[src/rtl/ps2_host_tx.sv]
// PS/2 host-to-device transmitter: sends one command byte per request over the
// shared open-collector keyboard lines using active-high pull-low enables.
module ps2_host_tx #(
    parameter int INHIBIT_CYCLES = 5000,
    parameter int TIMEOUT_CYCLES = 1000000,
    parameter int CNT_W          = 20
) (
    input  logic       clk,
    input  logic       rst,
    input  logic [7:0] tx_data,
    input  logic       tx_valid,
    output logic       tx_ready,
    output logic       tx_done,
    output logic       tx_error,
    output logic       busy,
    input  logic       kbd_clk_in,
    input  logic       kbd_data_in,
    output logic       kbd_clk_oe,
    output logic       kbd_data_oe
);

    typedef enum logic [2:0] {
        S_IDLE,
        S_INHIBIT,
        S_START,
        S_SHIFT,
        S_ACK,
        S_WAIT_IDLE
    } state_t;

    localparam logic [CNT_W-1:0] INHIBIT_LAST = CNT_W'(INHIBIT_CYCLES - 1);
    localparam logic [CNT_W-1:0] TIMEOUT_LAST = CNT_W'(TIMEOUT_CYCLES - 1);

    state_t           r_state, w_state_nxt;
    logic [CNT_W-1:0] r_cnt, w_cnt_nxt;
    logic [3:0]       r_bit_cnt, w_bit_cnt_nxt;
    logic [9:0]       r_frame;
    logic             r_nack, w_nack_nxt;
    logic             r_clk_s1, r_clk_s2, r_clk_d;
    logic             r_data_s1, r_data_s2;
    logic             r_ready, r_busy, r_done, r_error, r_clk_oe, r_data_oe;
    logic             w_data_oe_nxt, w_done_nxt, w_error_nxt;
    logic             w_shift, w_accept, w_fall, w_timeout;

    assign w_accept  = tx_valid && r_ready;
    assign w_fall    = r_clk_d && !r_clk_s2;
    assign w_timeout = (r_cnt == TIMEOUT_LAST);

    // Idle lines float high, so the synchronisers reset to 1 to avoid a false edge.
    always_ff @(posedge clk or negedge rst) begin
        if (!rst) begin
            r_clk_s1  <= 1'b1;
            r_clk_s2  <= 1'b1;
            r_clk_d   <= 1'b1;
            r_data_s1 <= 1'b1;
            r_data_s2 <= 1'b1;
        end else begin
            r_clk_s1  <= kbd_clk_in;
            r_clk_s2  <= r_clk_s1;
            r_clk_d   <= r_clk_s2;
            r_data_s1 <= kbd_data_in;
            r_data_s2 <= r_data_s1;
        end
    end

    always_ff @(posedge clk or negedge rst) begin
        if (!rst) begin
            r_state   <= S_IDLE;
            r_cnt     <= '0;
            r_bit_cnt <= '0;
            r_nack    <= 1'b0;
            r_ready   <= 1'b1;
            r_busy    <= 1'b0;
            r_done    <= 1'b0;
            r_error   <= 1'b0;
            r_clk_oe  <= 1'b0;
            r_data_oe <= 1'b0;
        end else begin
            r_state   <= w_state_nxt;
            r_cnt     <= w_cnt_nxt;
            r_bit_cnt <= w_bit_cnt_nxt;
            r_nack    <= w_nack_nxt;
            r_ready   <= (w_state_nxt == S_IDLE);
            r_busy    <= (w_state_nxt != S_IDLE);
            r_done    <= w_done_nxt;
            r_error   <= w_error_nxt;
            r_clk_oe  <= (w_state_nxt == S_INHIBIT) || (w_state_nxt == S_START);
            r_data_oe <= w_data_oe_nxt;
        end
    end

    // Frame is {stop, parity, data}; bit 0 is the next bit to put on the line.
    always_ff @(posedge clk) begin
        if (w_accept) begin
            r_frame <= {1'b1, ~^tx_data, tx_data};
        end else if (w_shift) begin
            r_frame <= {1'b1, r_frame[9:1]};
        end
    end

    always_comb begin
        w_state_nxt   = r_state;
        w_cnt_nxt     = r_cnt;
        w_bit_cnt_nxt = r_bit_cnt;
        w_nack_nxt    = r_nack;
        w_data_oe_nxt = r_data_oe;
        w_done_nxt    = 1'b0;
        w_error_nxt   = 1'b0;
        w_shift       = 1'b0;
        case (r_state)
            S_IDLE: begin
                w_data_oe_nxt = 1'b0;
                if (w_accept) begin
                    w_state_nxt   = S_INHIBIT;
                    w_cnt_nxt     = '0;
                    w_bit_cnt_nxt = '0;
                    w_nack_nxt    = 1'b0;
                end
            end
            S_INHIBIT: begin
                w_cnt_nxt = r_cnt + 1'b1;
                if (r_cnt == INHIBIT_LAST) begin
                    w_state_nxt   = S_START;
                    w_data_oe_nxt = 1'b1;
                end
            end
            S_START: begin
                w_state_nxt = S_SHIFT;
                w_cnt_nxt   = '0;
            end
            S_SHIFT: begin
                w_cnt_nxt = r_cnt + 1'b1;
                if (w_timeout) begin
                    w_state_nxt   = S_IDLE;
                    w_data_oe_nxt = 1'b0;
                    w_error_nxt   = 1'b1;
                end else if (w_fall) begin
                    w_shift       = 1'b1;
                    w_data_oe_nxt = ~r_frame[0];
                    w_bit_cnt_nxt = r_bit_cnt + 1'b1;
                    if (r_bit_cnt == 4'd9) begin
                        w_state_nxt = S_ACK;
                    end
                end
            end
            S_ACK: begin
                w_cnt_nxt     = r_cnt + 1'b1;
                w_data_oe_nxt = 1'b0;
                // Timeout wins over an ACK edge arriving in the same cycle.
                if (w_timeout) begin
                    w_state_nxt = S_IDLE;
                    w_error_nxt = 1'b1;
                end else if (w_fall) begin
                    w_nack_nxt  = r_data_s2;
                    w_state_nxt = S_WAIT_IDLE;
                end
            end
            S_WAIT_IDLE: begin
                w_data_oe_nxt = 1'b0;
                if (r_clk_s2 && r_data_s2) begin
                    w_state_nxt = S_IDLE;
                    w_done_nxt  = !r_nack;
                    w_error_nxt = r_nack;
                end
            end
            default: begin
                w_state_nxt = S_IDLE;
            end
        endcase
    end

    assign tx_ready    = r_ready;
    assign busy        = r_busy;
    assign tx_done     = r_done;
    assign tx_error    = r_error;
    assign kbd_clk_oe  = r_clk_oe;
    assign kbd_data_oe = r_data_oe;

endmodule
[config.mk]
export PLATFORM = sky130hd
export DESIGN_NAME = ps2_host_tx
export DESIGN_NICKNAME = d
export VERILOG_FILES = /design/src/rtl/ps2_host_tx.sv
export SDC_FILE = /design/constraint.sdc
export NUM_CORES = 1
export LEC_CHECK = 0
export BUFFER_PORTS_ARGS = -buffer_cell sky130_fd_sc_hd__buf_4
export CAP_MARGIN = 5
export CORE_ASPECT_RATIO = 0.6
export CORE_MARGIN = 10
export CORE_UTILIZATION = 29
export CTS_CLUSTER_SIZE = 14
export DETAILED_ROUTE_END_ITERATION = 12
export SYNTH_ARGS = -nofsm -noshare
export SYNTH_HDL_FRONTEND = slang
export SYNTH_SLANG_ARGS = --single-unit
export TNS_END_PERCENT = 30
[constraint.sdc]
create_clock -name clk -period 3.55 [get_ports clk]
set_clock_uncertainty 0.2 [all_clocks]
set_input_delay 0.71 -clock clk [delete_from_list [all_inputs] [get_ports clk]]
set_output_delay 0.71 -clock clk [all_outputs]
set_load 0.01 [all_outputs]
# Yosys cells after proc, flatten, opt, wreduce, memory -nomap -nowiden
# Cells that the tools add are included.
# W data, S select, Z words.
[word_totals]
reg_bits = 48
in_bits = 13
output_inout_bits = 6
elab_cells = 91
[op_classes]
add_sub_neg = 2
eq_ne = 17
muxes = 33
n_bitwise = 1
n_reduce_logical = 22
[ops]
columns = ["op", "count"]
rows = [
  ["$pmux W20 S3", 1],
  ["$mux W3", 8],
  ["$add A20 B1 Y20 const B", 1],
  ["$eq A20 B13 Y1 const B", 1],
  ["$eq A20 B20 Y1 const B", 1],
  ["$mux W20", 1],
  ["$mux W9", 2],
  ["$pmux W3 S6", 1],
  ["$mux W1", 13],
  ["$mux W4", 3],
  ["$ne A2 B2 Y1 const B", 6],
  ["$eq A3 B2 Y1 const B", 3],
  ["$reduce_bool A3 Y1", 3],
  ["$pmux W4 S2", 1],
  ["$reduce_and A4 Y1", 2],
  ["$reduce_xnor A8 Y1", 1],
  ["$eq A3 B1 Y1 const B", 2],
  ["$eq A3 B3 Y1 const B", 2],
  ["$logic_not A3 Y1", 2],
  ["$reduce_bool A2 Y1", 3],
  ["$reduce_or A3 Y1", 2],
  ["$add A4 B1 Y4 const B", 1],
  ["$eq A4 B4 Y1 const B", 1],
  ["$pmux W1 S2", 2],
  ["other kinds (9)", 12],
]

# Depth between registers and ports, before layout
# Gate-level depths: netlist (run 1).
[logic_depth]
ltp_word = 7
depth_mapped = 7
depth_no_buf = 7

# Worst setup path after synthesis (run 1)
# OpenSTA, ideal clock, no wires.
[synth_path]
kind = "reg2reg"
from = "reg r_cnt[0]"
to = "reg r_frame[0], enable pin"
setup_ps = 390
arrival_ps = 1870
t_required_ps = 2960
path_slack_ps = 1090
stages_incl_launch_ff = 7
n_path_buf = 1
period_less_slack_ps = 2460
path_cell_list = "dfrtp_1 > ha_1 > nand2_1 > nor4_4 > and3_1 > buf_6 > o31ai_1"
[synth_via]
elab_chain_len = 4
[synth_rtl]
columns = ["element", "line", "rtl"]
rows = [
  ["from (decl)", "35", "logic [CNT_W-1:0] r_cnt, w_cnt_nxt;"],
  ["from (signal assigned)", "80", "r_cnt <= w_cnt_nxt;"],
  ["$eq A20 B20 Y1", "47", "assign w_timeout = (r_cnt == TIMEOUT_LAST);"],
  ["$mux W1", "133", "if (w_timeout) begin"],
  ["$mux W1", "110", "case (r_state)"],
  ["$reduce_bool A2 Y1 (no line)", "n/a", ""],
  ["to (signal assigned)", "95", "r_frame <= {1'b1, ~^tx_data, tx_data};"],
  ["to (signal assigned)", "97", "r_frame <= {1'b1, r_frame[9:1]};"],
  ["to (decl)", "37", "logic [9:0] r_frame;"],
]
# Every way passes these cells.
# A chain may end at the register's enable or synchronous reset.

# Worst setup path after layout (run 1)
[layout_path]
from = "reg r_cnt[10]"
to = "reg r_busy (netlist: busy)"
[layout_via]
elab_chain_len = 4
word_cells_on_any_way = 7
classes_between = "eq/ne (2); mux (4); reduce/logical (1)"
[layout_rtl]
columns = ["element", "line", "rtl"]
rows = [
  ["$eq A20 B20 Y1 / $eq A20 B13 Y1 (equally long branches)", "47, 122", ""],
  ["$mux W3 (on tied branches)", "150, 122, 133", ""],
  ["$pmux W3 S6 *", "110", ""],
  ["$reduce_bool A3 Y1 *", "84", "r_busy <= (w_state_nxt != S_IDLE);"],
  ["to (signal assigned)", "84", ""],
  ["to (decl)", "41", "logic r_ready, r_busy, r_done, r_error, r_clk_oe, r_data_oe;"],
]
# Every way passes the cells marked *; elsewhere a longest branch is shown, timed or not.

==> run metrics, run 1 <==
status=finished, final reports clean; main combinational cell family by area after synthesis=simple AND/OR/NAND/NOR gates; synth warn=0; post-CTS setup buffers=0; Tot GR Track Use=just under 9%; vias per cell=between 5 and 6; leakage power=~1.1 nW; CTS Buffer Depth=2; worst skew pair latency=0.29 ns; post-synth top area cell=dfrtp_1; Seq/Total Area, Yosys=50.0%; fin crit period=roughly 2.5 ns; Num CTS Buffers=5; clk sinks=48; simple-gate share of the synthesized area=around a quarter; # resized after CTS=0; Avg Inst Size Synth=10.1 um^2; ant diodes=0; Tcrit/Tclk final=71.8%; Setup violations, final=0; Die Width=140 um; CP Launch Type=flip-flop; vias in the first global route=1774; initial antenna violation count=0; CP arrival=2.45 ns; Crit path required time=around 3.5 ns; hold depth=0; Slew HR=36.8%; Via Count=between 1500 and 2000; peak supply drop=roughly 220 uV; final worst slack=1.00 ns; number of synthesized register bits=48; worst hold path type=reg -> reg; share of layout cells above drive strength 1=between 10% and 20%; ANT nets after route=0; Worst Tran Pin Value=0.947 ns; crit path from=r_cnt[10]$_DFFE_PN0P_; Avg WL per Cell=around 15 um; Reg clk slew, reported paths=~0.060 ns; synth unique cells=47; hpwl dp=4100 um; Overflow after GRT=0; Root Buffer=clkbuf_16; Area growth, synth to finish=15.6%; commonest cells in the netlist=33 x dfrtp_1, 24 x nor2_1, 19 x nand2_1, 19 x nand3_1; PD cells=368 mW/mm^2; synthesized area=0.00250 mm^2; first-pass GRT wire length=9390 um; FF-to-FF path depth=5; Min-Delay Startpoint=r_data_s1$_DFF_PN1_; most common cell in the netlist=dfrtp_1; H-Tree Depth=2; Hold Violations, Final=0; reg2reg start=r_cnt[10]$_DFFE_PN0P_; 1st-iter DRT viols=163; drt pass-1 iters=4; asr flop ratio synth=81.3%; Synth Instances=approximately 250; pre-CTS setup slack=0.893 ns; critical path capture point type=flip-flop; DIE AREA=around 0.013 mm^2; adder-cell share of the synthesized area=1.50%; Finished Layout Cells=roughly 380; CP max FO=9; CTS tree=built; max-cap viol count=0; share of the synthesized area in the top cell type=33.0%; proportion of synthesized area in mux cells=4.40%; Net Count, Synth=between 200 and 300; ys flop type=dfrtp_1; largest net degree at the start of global routing=40; GP Congestion=between 0.8 and 0.9; core region area=0.00846 mm^2; die height=about 90 um; # nets final=approximately 280; Post-synth EDFFs=9; fin. max-slew vios=0; post-synthesis xor/xnor area fraction=8.39%; fmax=a little under 400 MHz; unrepaired setup endpoints after global routing=false; num rows=26; WL final=5630 um; IO Port Bufs=18; ranking of synthesized cells by area=dfrtp_1 33%, edfxtp_1 11%, dfstp_2 6.3%; critical path type=reg -> reg; setup tns final=0 ns; drc violations=0; # IOs=19; Placed Cells incl. Taps=370; Initial Utilization=29.6%; Compound-Gate Fraction of Synth Area=slightly above 8%; Hold Buf Count CTS=0
## metal layers
metal | global-route usage [%] | part of all wire (%)
met1 | 13.9 | 56
met2 | 10.7 | 37
met3 | 3.19 | 5.6
met4 | 2.31 | 0.78
met5 | 0 | 0
## sequential cells by signal, indices dropped and copies added (netlist names)
register and cells:
r_cnt 20, r_frame 9, r_bit_cnt 4, r_state 3
busy 1, kbd_clk_oe 1, kbd_data_oe 1, r_clk_d 1
r_clk_s1 1, r_clk_s2 1, r_data_s1 1, r_data_s2 1
r_nack 1, tx_done 1, tx_error 1, tx_ready 1
## power by group
| group | switching, W | internal, W | total (W) |
|---|---|---|---|
| sequential | 0.00000169 | 0.000565 | 0.000566 |
| combinational | 0.0000215 | 0.0000180 | 0.0000395 |
| clock | 0.000203 | 0.000256 | 0.000459 |
## cell type report
cell class	count	area [um^2]
Timing Repair Buffer	22	165
Multi-Input combinational cell	182	1180
Clock buffer	5	125
Clock inverter	3	13.8
Sequential cell	48	1250
Tap cell	112	140
Fill cell	870	5560
Inverter	6	22.5
## critical path, stage by stage, from the launching register on
cell      delay, ns
dfrtp_1        0.45
or4b_4         0.59
nor4_4         0.29
and3_1         0.41
and3_1         0.22
o311ai_0       0.19
## through the flow
step                      hold WS (ns)  util, %  area (um^2)  total power, W
final                            0.156     34.2         2900         0.00107
after global routing             0.162     34.2         2900         0.00111
after floorplan                  0.145        -         2500        0.000593
after global placement           0.148     32.6         2760        0.000616
after detailed placement         0.149     32.6         2760        0.000618
after CTS                        0.158     34.2         2900         0.00108
## layout by cell type, fill, tap and decap left out, types with 4 or more instances in the layout
cell       instances
nor3_1            12
edfxtp_1           9
o21ai_0            7
clkbuf_16          5
buf_4             22
nor2_1            24
nor4_1             4
mux2_2             8
nand3_1           19
inv_1              6
xnor2_1           12
dfstp_2            6
nand4_1           10
xor2_1            12
a21oi_1            7
dfrtp_1           33
nand2_1           19
and3_1             5
o31ai_1            4
## kinds of logic (layout without fill, tap and decap cells)
logic type      Yosys count  in the layout
simple gates            114            114
flops                    48             48
compound gates           31             31
xor+xnor                 24             24
buf+inv                  17             36
mux                      10             10
fa+ha+maj                 3              3
## path summary, 6_finish.rpt
kind / to / slack (ns)
min reg2reg: r_data_s2$_DFF_PN1_ / 0.16
min: r_data_s2$_DFF_PN1_ / 0.16
min in group asynchronous: r_cnt[15]$_DFFE_PN0P_ / 0.18
max: busy$_DFF_PN0_ / 1.00
max in group asynchronous: r_data_s2$_DFF_PN1_ / 2.58
max reg2reg: busy$_DFF_PN0_ / 1.00
(Power assumes the default switching activity.)
==> inputs of run 2 (changes only) <==
==> constraint.sdc (replaced) <==
create_clock -name clk -period 2.35 [get_ports clk]
set_clock_uncertainty 0.2 [all_clocks]
set_input_delay 0.47 -clock clk [delete_from_list [all_inputs] [get_ports clk]]
set_output_delay 0.47 -clock clk [all_outputs]
set_load 0.01 [all_outputs]
==> run 2 against run 1 <==
  * The run now ends with negative setup slack left
  * Sequential share of layout area shrank 2.1 points
  * Cell area grew 5.0%
  * Critical path depth is the same
  * Total power grew 53%
  * First-iteration DRC count grew 47%
  * Sequential power grew 51%
  * Clock power grew 55%
  * Via count grew 4.4%
  * Combinational power grew 61%
  * Largest power group unchanged
  * Highest routed layer unchanged
==> run metrics, run 2 (synthesized netlist as in run 1, its figures left out) <==
largest register by flop count=r_cnt; cell family with most CP delay=simple AND/OR/NAND/NOR gates; vias per cell=5.10 (+0.18%); DIE AREA=0.0129 mm^2 (unchanged); Worst Tran Pin Value=0.562 ns (-0.385 ns); drt pass-1 iters=5 (+1); ant diodes=0 (unchanged); share of layout cells above drive strength 1=23.4% (+5.4 points); Avg WL per Cell=15.2 um (+2.3%); Root Buffer=clkbuf_16; WL final=6010 um (+6.7%); commonest cells after routing, fill and taps aside=37 x buf_4, 33 x dfrtp_1, 24 x nor2_1; final instance area=0.00304 mm^2 (+5.0%); # IOs=19 (unchanged); commonest non-fill, non-tap cell in the layout=buf_4; Hold Violations, Final=0 (unchanged); fin. max-slew vios=0 (unchanged); hpwl dp=4400 um (+7.1%); Tot Pwr=0.00163 W (+53%); num rows=26 (unchanged); CTS tree=built; CP max-delay cell=or4b_4; vias in the first global route=1876 (+5.7%); area of the multi-input gates=0.00119 mm^2 (+1.6%); max reg flops=20 (unchanged); PD cells=537 mW/mm^2 (+46%); CP arrival=2.29 ns (-0.16 ns); drc violations=0 (unchanged); Num CTS Buffers=5 (unchanged); max-cap viol count=0 (unchanged); CP bufs+invs=0 (unchanged); Via Count=2010 (+4.4%); Slew HR=62.5% (+26 points); Finished Layout Cells=394 (+4.2%); leakage power=1.20 nW (+7.5%); post-CTS setup buffers=0 (unchanged); Reg clk slew, reported paths=0.07 ns (about the same); Area growth, synth to finish=21.4%; critical path type=reg -> reg; CP Launch Type=flip-flop; fin crit period=2.36 ns (-0.185 ns); unrepaired setup endpoints after global routing=true; critical path capture point type=flip-flop; worst hold path type=in -> reg; Tot GR Track Use=9.80% (+0.89 points); Largest regs=r_cnt (20), r_frame (9), r_bit_cnt (4); Tcrit/Tclk final=101% (+29 points); CTS Buffer Depth=2 (unchanged); Die Width=140 um (unchanged); Core Util, Final=36.0% (+1.7 points); Initial Utilization=29.6% (unchanged); Reg area=0.00125 mm^2 (unchanged); initial antenna violation count=0 (unchanged); fmax=423 MHz (+7.8%); status=complete, but fails checks; die height=92.0 um (unchanged); CP max FO=7 (-2); CP cell instances=or4b_4 -> nor4_4 -> and3_2 -> and3_1 -> o311ai_0; largest net degree at the start of global routing=40 (unchanged); peak supply drop=368 uV (+65%); 1st-iter DRT viols=239 (+47%); failing checks=negative setup slack; GP Congestion=0.837 (+3.9%); worst skew pair latency=0.30 ns (about the same); Placed Area=0.00288 mm^2 (+4.3%); Setup violations, final=1 (+1); first-pass GRT wire length=10100 um (+8.0%); crit-path max cell delay=0.53 ns (-0.06 ns); setup tns final=-0.0136 ns (-0.0136 ns); Overflow after GRT=0 (unchanged); clk sinks=48 (unchanged); Placed Cells incl. Taps=385 (+4.1%); core region area=0.00846 mm^2 (unchanged); Filler cells=858 (-1.4%); Crit path required time=2.28 ns (-1.17 ns); final worst slack=-0.0136 ns (-1.01 ns); # nets final=297 (+5.7%); ANT nets after route=0 (unchanged); IO Port Bufs=18 (unchanged); H-Tree Depth=2 (unchanged)
run 2: cell count changes in the layout (fill, tap and decap cells not counted), sizes merged:
cell,previous run,this run
clkinv,3,2
dlygate4sd3,0,1
buf,22,37
inv,6,7
run 2: through the flow:
step	setup slack, ns	hold WS [ns]
after floorplan	0.168	-0.0256
after global placement	-0.0487	0.147
after detailed placement	-0.0419	0.150
after CTS	-0.0341	0.0686
after global routing	-0.170	0.0659
final	-0.0136	0.0771
run 2: worst paths after layout:
kind / startpoint / end / slack (ns) / depth (start not counted)
min in group asynchronous: rst / r_cnt[7]$_DFFE_PN0P_ / 0.48 / 2
hold / removal: kbd_clk_in / r_clk_s1$_DFF_PN1_ / 0.08 / 1
hold reg to reg: r_clk_s1$_DFF_PN1_ / r_clk_s2$_DFF_PN1_ / 0.16 / 0
setup / recovery: r_cnt[9]$_DFFE_PN0P_ / busy$_DFF_PN0_ / -0.01 / 5
max in group asynchronous: rst / tx_ready$_DFF_PN1_ / 1.10 / 2
setup reg to reg: r_cnt[9]$_DFFE_PN0P_ / busy$_DFF_PN0_ / -0.01 / 5
run 2: where the power goes:
| part | switching, W | total (W) | internal, W | leakage (nW) |
|---|---|---|---|---|
| Combinational | 0.0000341 | 0.0000635 | 0.0000294 | 0.613 |
| Sequential | 0.00000266 | 0.000856 | 0.000853 | 0.520 |
| Clock | 0.000320 | 0.000713 | 0.000393 | 0.0716 |
| Total | 0.000357 | 0.00163 | 0.00128 | 1.20 |
run 2: worst register-to-register path, cell delays in order (launching register included):
cell      delay, ns
dfrtp_1        0.45
or4b_4         0.53
nor4_4         0.31
and3_2         0.35
and3_1         0.20
o311ai_0       0.16
run 2: area by class of cell:
class,count,area share (%)
well taps,112,4.61
multi-input cells,182,39.3
clock inverters,3,0.576
inverters,6,0.740
clock buffers,5,4.11
repair buffers,38,9.46
flip-flops and latches,48,41.2
run 2: routing by layer:
layer | vias to the layer above | global-route usage, % | wire length (um)
met5 | - | 0 | 0
met4 | 0 | 1.54 | 15
met3 | 2 | 4.69 | 473
met2 | 73 | 11.5 | 2190
met1 | 972 | 15.2 | 3330
li1 | 963 | - | -
run 2: timing repair:
item,in CTS,in global routing
hold buffers,1,0
endpoints found under the setup margin,10,31
hold endpoints to repair,33,0
cloned,0,0
gates resized for setup,1,2
==> inputs of run 3 (changes only) <==
--- a/config.mk
+++ b/config.mk
@@ -5,9 +5,8 @@
 export SDC_FILE = /design/constraint.sdc
 export NUM_CORES = 1
 export LEC_CHECK = 0
-export BUFFER_PORTS_ARGS = -buffer_cell sky130_fd_sc_hd__buf_4
-export CAP_MARGIN = 5
-export CORE_ASPECT_RATIO = 0.6
+export BUFFER_PORTS_ARGS = -buffer_cell sky130_fd_sc_hd__buf_2
+export CAP_MARGIN = 20
 export CORE_MARGIN = 10
 export CORE_UTILIZATION = 29
 export CTS_CLUSTER_SIZE = 14
==> run 3 against run 2 <==
  * The run now ends clean
  * Total power shrank 5.9%
  * Global-route usage shrank 0.99 points
  * Sequential share of layout area rose by 0.53 points
  * Critical endpoint is now r_bit_cnt[2]$_DFFE_PN0P_
  * Utilization grew 0.22 points
  * Highest routed layer unchanged
  * Hold slack got worse by 0.025 ns
==> run metrics, run 3 (synthesized netlist as in run 1, its figures left out) <==
worst hold path type=in -> reg; commonest non-fill, non-tap cell in the layout=dfrtp_1; peak supply drop=239 uV (-35%); Via Count=1995 (-0.75%); post-CTS setup buffers=0 (unchanged); Reg area=0.00125 mm^2 (unchanged); DIE AREA=0.0128 mm^2 (-0.95%); PD cells=512 mW/mm^2 (-4.7%); ANT nets after route=0 (unchanged); initial antenna violation count=0 (unchanged); Filler cells=806 (-6.1%); vias per cell=5.13 (+0.53%); core region area=0.00830 mm^2 (-1.9%); commonest cells after routing, fill and taps aside=33 x dfrtp_1, 24 x nor2_1, 20 x buf_4; largest net degree at the start of global routing=22 (-45%); fin. max-slew vios=0 (unchanged); Root Buffer=clkbuf_8; Tcrit/Tclk final=92.8% (-7.8 points); Reg clk slew, reported paths=0.09 ns (+0.02 ns); largest register by flop count=r_cnt; Comb power frac=4.0% (about the same); area of the multi-input gates=0.00121 mm^2 (+1.3%); unrepaired setup endpoints after global routing=false; fmax=459 MHz (+8.4%); status=finished, final reports clean; H-Tree Depth=2 (unchanged); worst skew pair latency=0.31 ns (about the same); switch share=21.8% (-0.061 points); ant diodes=0 (unchanged); GP Congestion=0.771 (-8.0%); Avg WL per Cell=14.4 um (-5.3%); Overflow after GRT=0 (unchanged); leakage power=1.19 nW (-1.5%); FF-to-FF path depth=6 (+1); CP max FO=5 (-2); vias in the first global route=1959 (+4.4%); Area growth, synth to finish=19.9%; Slew HR=63.5% (+0.96 points); Crit path required time=2.38 ns (+0.10 ns); hpwl dp=4120 um (-6.2%); Die Width=113 um (-19%); Switch Pwr=0.000335 W (-6.2%); critical path type=reg -> reg; R2R Setup Slk=0.17 ns (+0.18 ns); # IOs=19 (unchanged); Worst Tran Pin Value=0.548 ns (-0.0144 ns); WL final=5620 um (-6.5%); Tot Pwr=0.00154 W (-5.9%); final instance area=0.00300 mm^2 (-1.3%); Initial Utilization=30.2% (+0.57 points); part of the power in registers=55.6% (+3.2 points); setup tns final=0 ns (+0.0136 ns); CP Launch Type=flip-flop; Hold Violations, Final=0 (unchanged); Num CTS Buffers=5 (unchanged); fin crit period=2.18 ns (-0.183 ns); CTS tree=built; 1st-iter DRT viols=123 (-49%); clk sinks=48 (unchanged); hold depth=1 (unchanged); max reg flops=20 (unchanged); power share of the clock group=40.4% (-3.3 points); first-pass GRT wire length=9490 um (-6.5%); Placed Area=0.00285 mm^2 (-0.91%); CP arrival=2.21 ns (-0.08 ns); die height=113 um (+23%); Tot GR Track Use=8.82% (-0.99 points); Core Util, Final=36.2% (+0.22 points); drc violations=0 (unchanged); Setup violations, final=0 (-1); drt pass-1 iters=4 (-1); critical path capture point type=flip-flop; num rows=33 (+27%); # nets final=299 (+0.67%); internal cell power=0.00120 W (-5.8%); CTS Buffer Depth=2 (unchanged); Largest regs=r_cnt (20), r_frame (9), r_bit_cnt (4); max-cap viol count=0 (unchanged); share of layout cells above drive strength 1=25.0% (+1.6 points); IO Port Bufs=18 (unchanged)
[run 3: per-layer routing]
metal | GRT usage, % | part of all wire, % | wire length [um]
met4 | 3.21 | 1.5 | 84
met2 | 14.1 | 47 | 2660
met5 | 0 | 0 | 0
met3 | 1.58 | 3.5 | 197
met1 | 11.6 | 48 | 2670
[run 3: worst max-delay path: stages (launching register included)]
cell     delay, ns
dfrtp_1       0.39
or4b_4        0.56
nor4_4        0.27
and3_4        0.30
buf_4         0.14
o21ai_0       0.09
a21oi_1       0.15
[run 3: power groups by stage]
| stage | Sequential (W) | Combinational (W) | Clock, W |
|---|---|---|---|
| after floorplan | 0.000871 | 0.0000248 | 0 |
| after global placement | 0.000871 | 0.0000611 | 0 |
| after detailed placement | 0.000871 | 0.0000623 | 0 |
| after CTS | 0.000855 | 0.0000641 | 0.000636 |
| after global routing | 0.000855 | 0.0000700 | 0.000666 |
| final | 0.000855 | 0.0000616 | 0.000620 |
[run 3: final cells by class]
cell class,count,share of cell area [%]
clock inverters,3,1.54
flip-flops and latches,48,41.7
clock buffers,5,2.29
well taps,105,4.38
inverters,6,0.750
repair buffers,40,9.00
multi-input cells,182,40.3
[run 3: stage by stage]
stage	hold slack, ns	instances	worst slack (ns)
after floorplan	-0.0256	247	0.168
after global placement	0.146	380	-0.0744
after detailed placement	0.147	380	-0.0729
after CTS	0.0423	389	0.0221
after global routing	0.0394	389	0.0676
final	0.0521	389	0.169
[run 3: path summary, 6_finish.rpt]
path,startpoint,to
min in group asynchronous,rst,r_cnt[6]$_DFFE_PN0P_
worst max-delay path,r_cnt[10]$_DFFE_PN0P_,r_bit_cnt[2]$_DFFE_PN0P_
worst min-delay path,kbd_clk_in,r_clk_s1$_DFF_PN1_
worst max register to register,r_cnt[10]$_DFFE_PN0P_,r_bit_cnt[2]$_DFFE_PN0P_
max in group asynchronous,rst,r_clk_s2$_DFF_PN1_
worst min register to register,r_data_s1$_DFF_PN1_,r_data_s2$_DFF_PN1_
[run 3: timing repair]
action,in CTS,in global routing
hold endpoints to repair,17,0
pin swaps,0,2
hold buffers,1,0
setup endpoints to repair,10,18
gates resized for setup,3,4
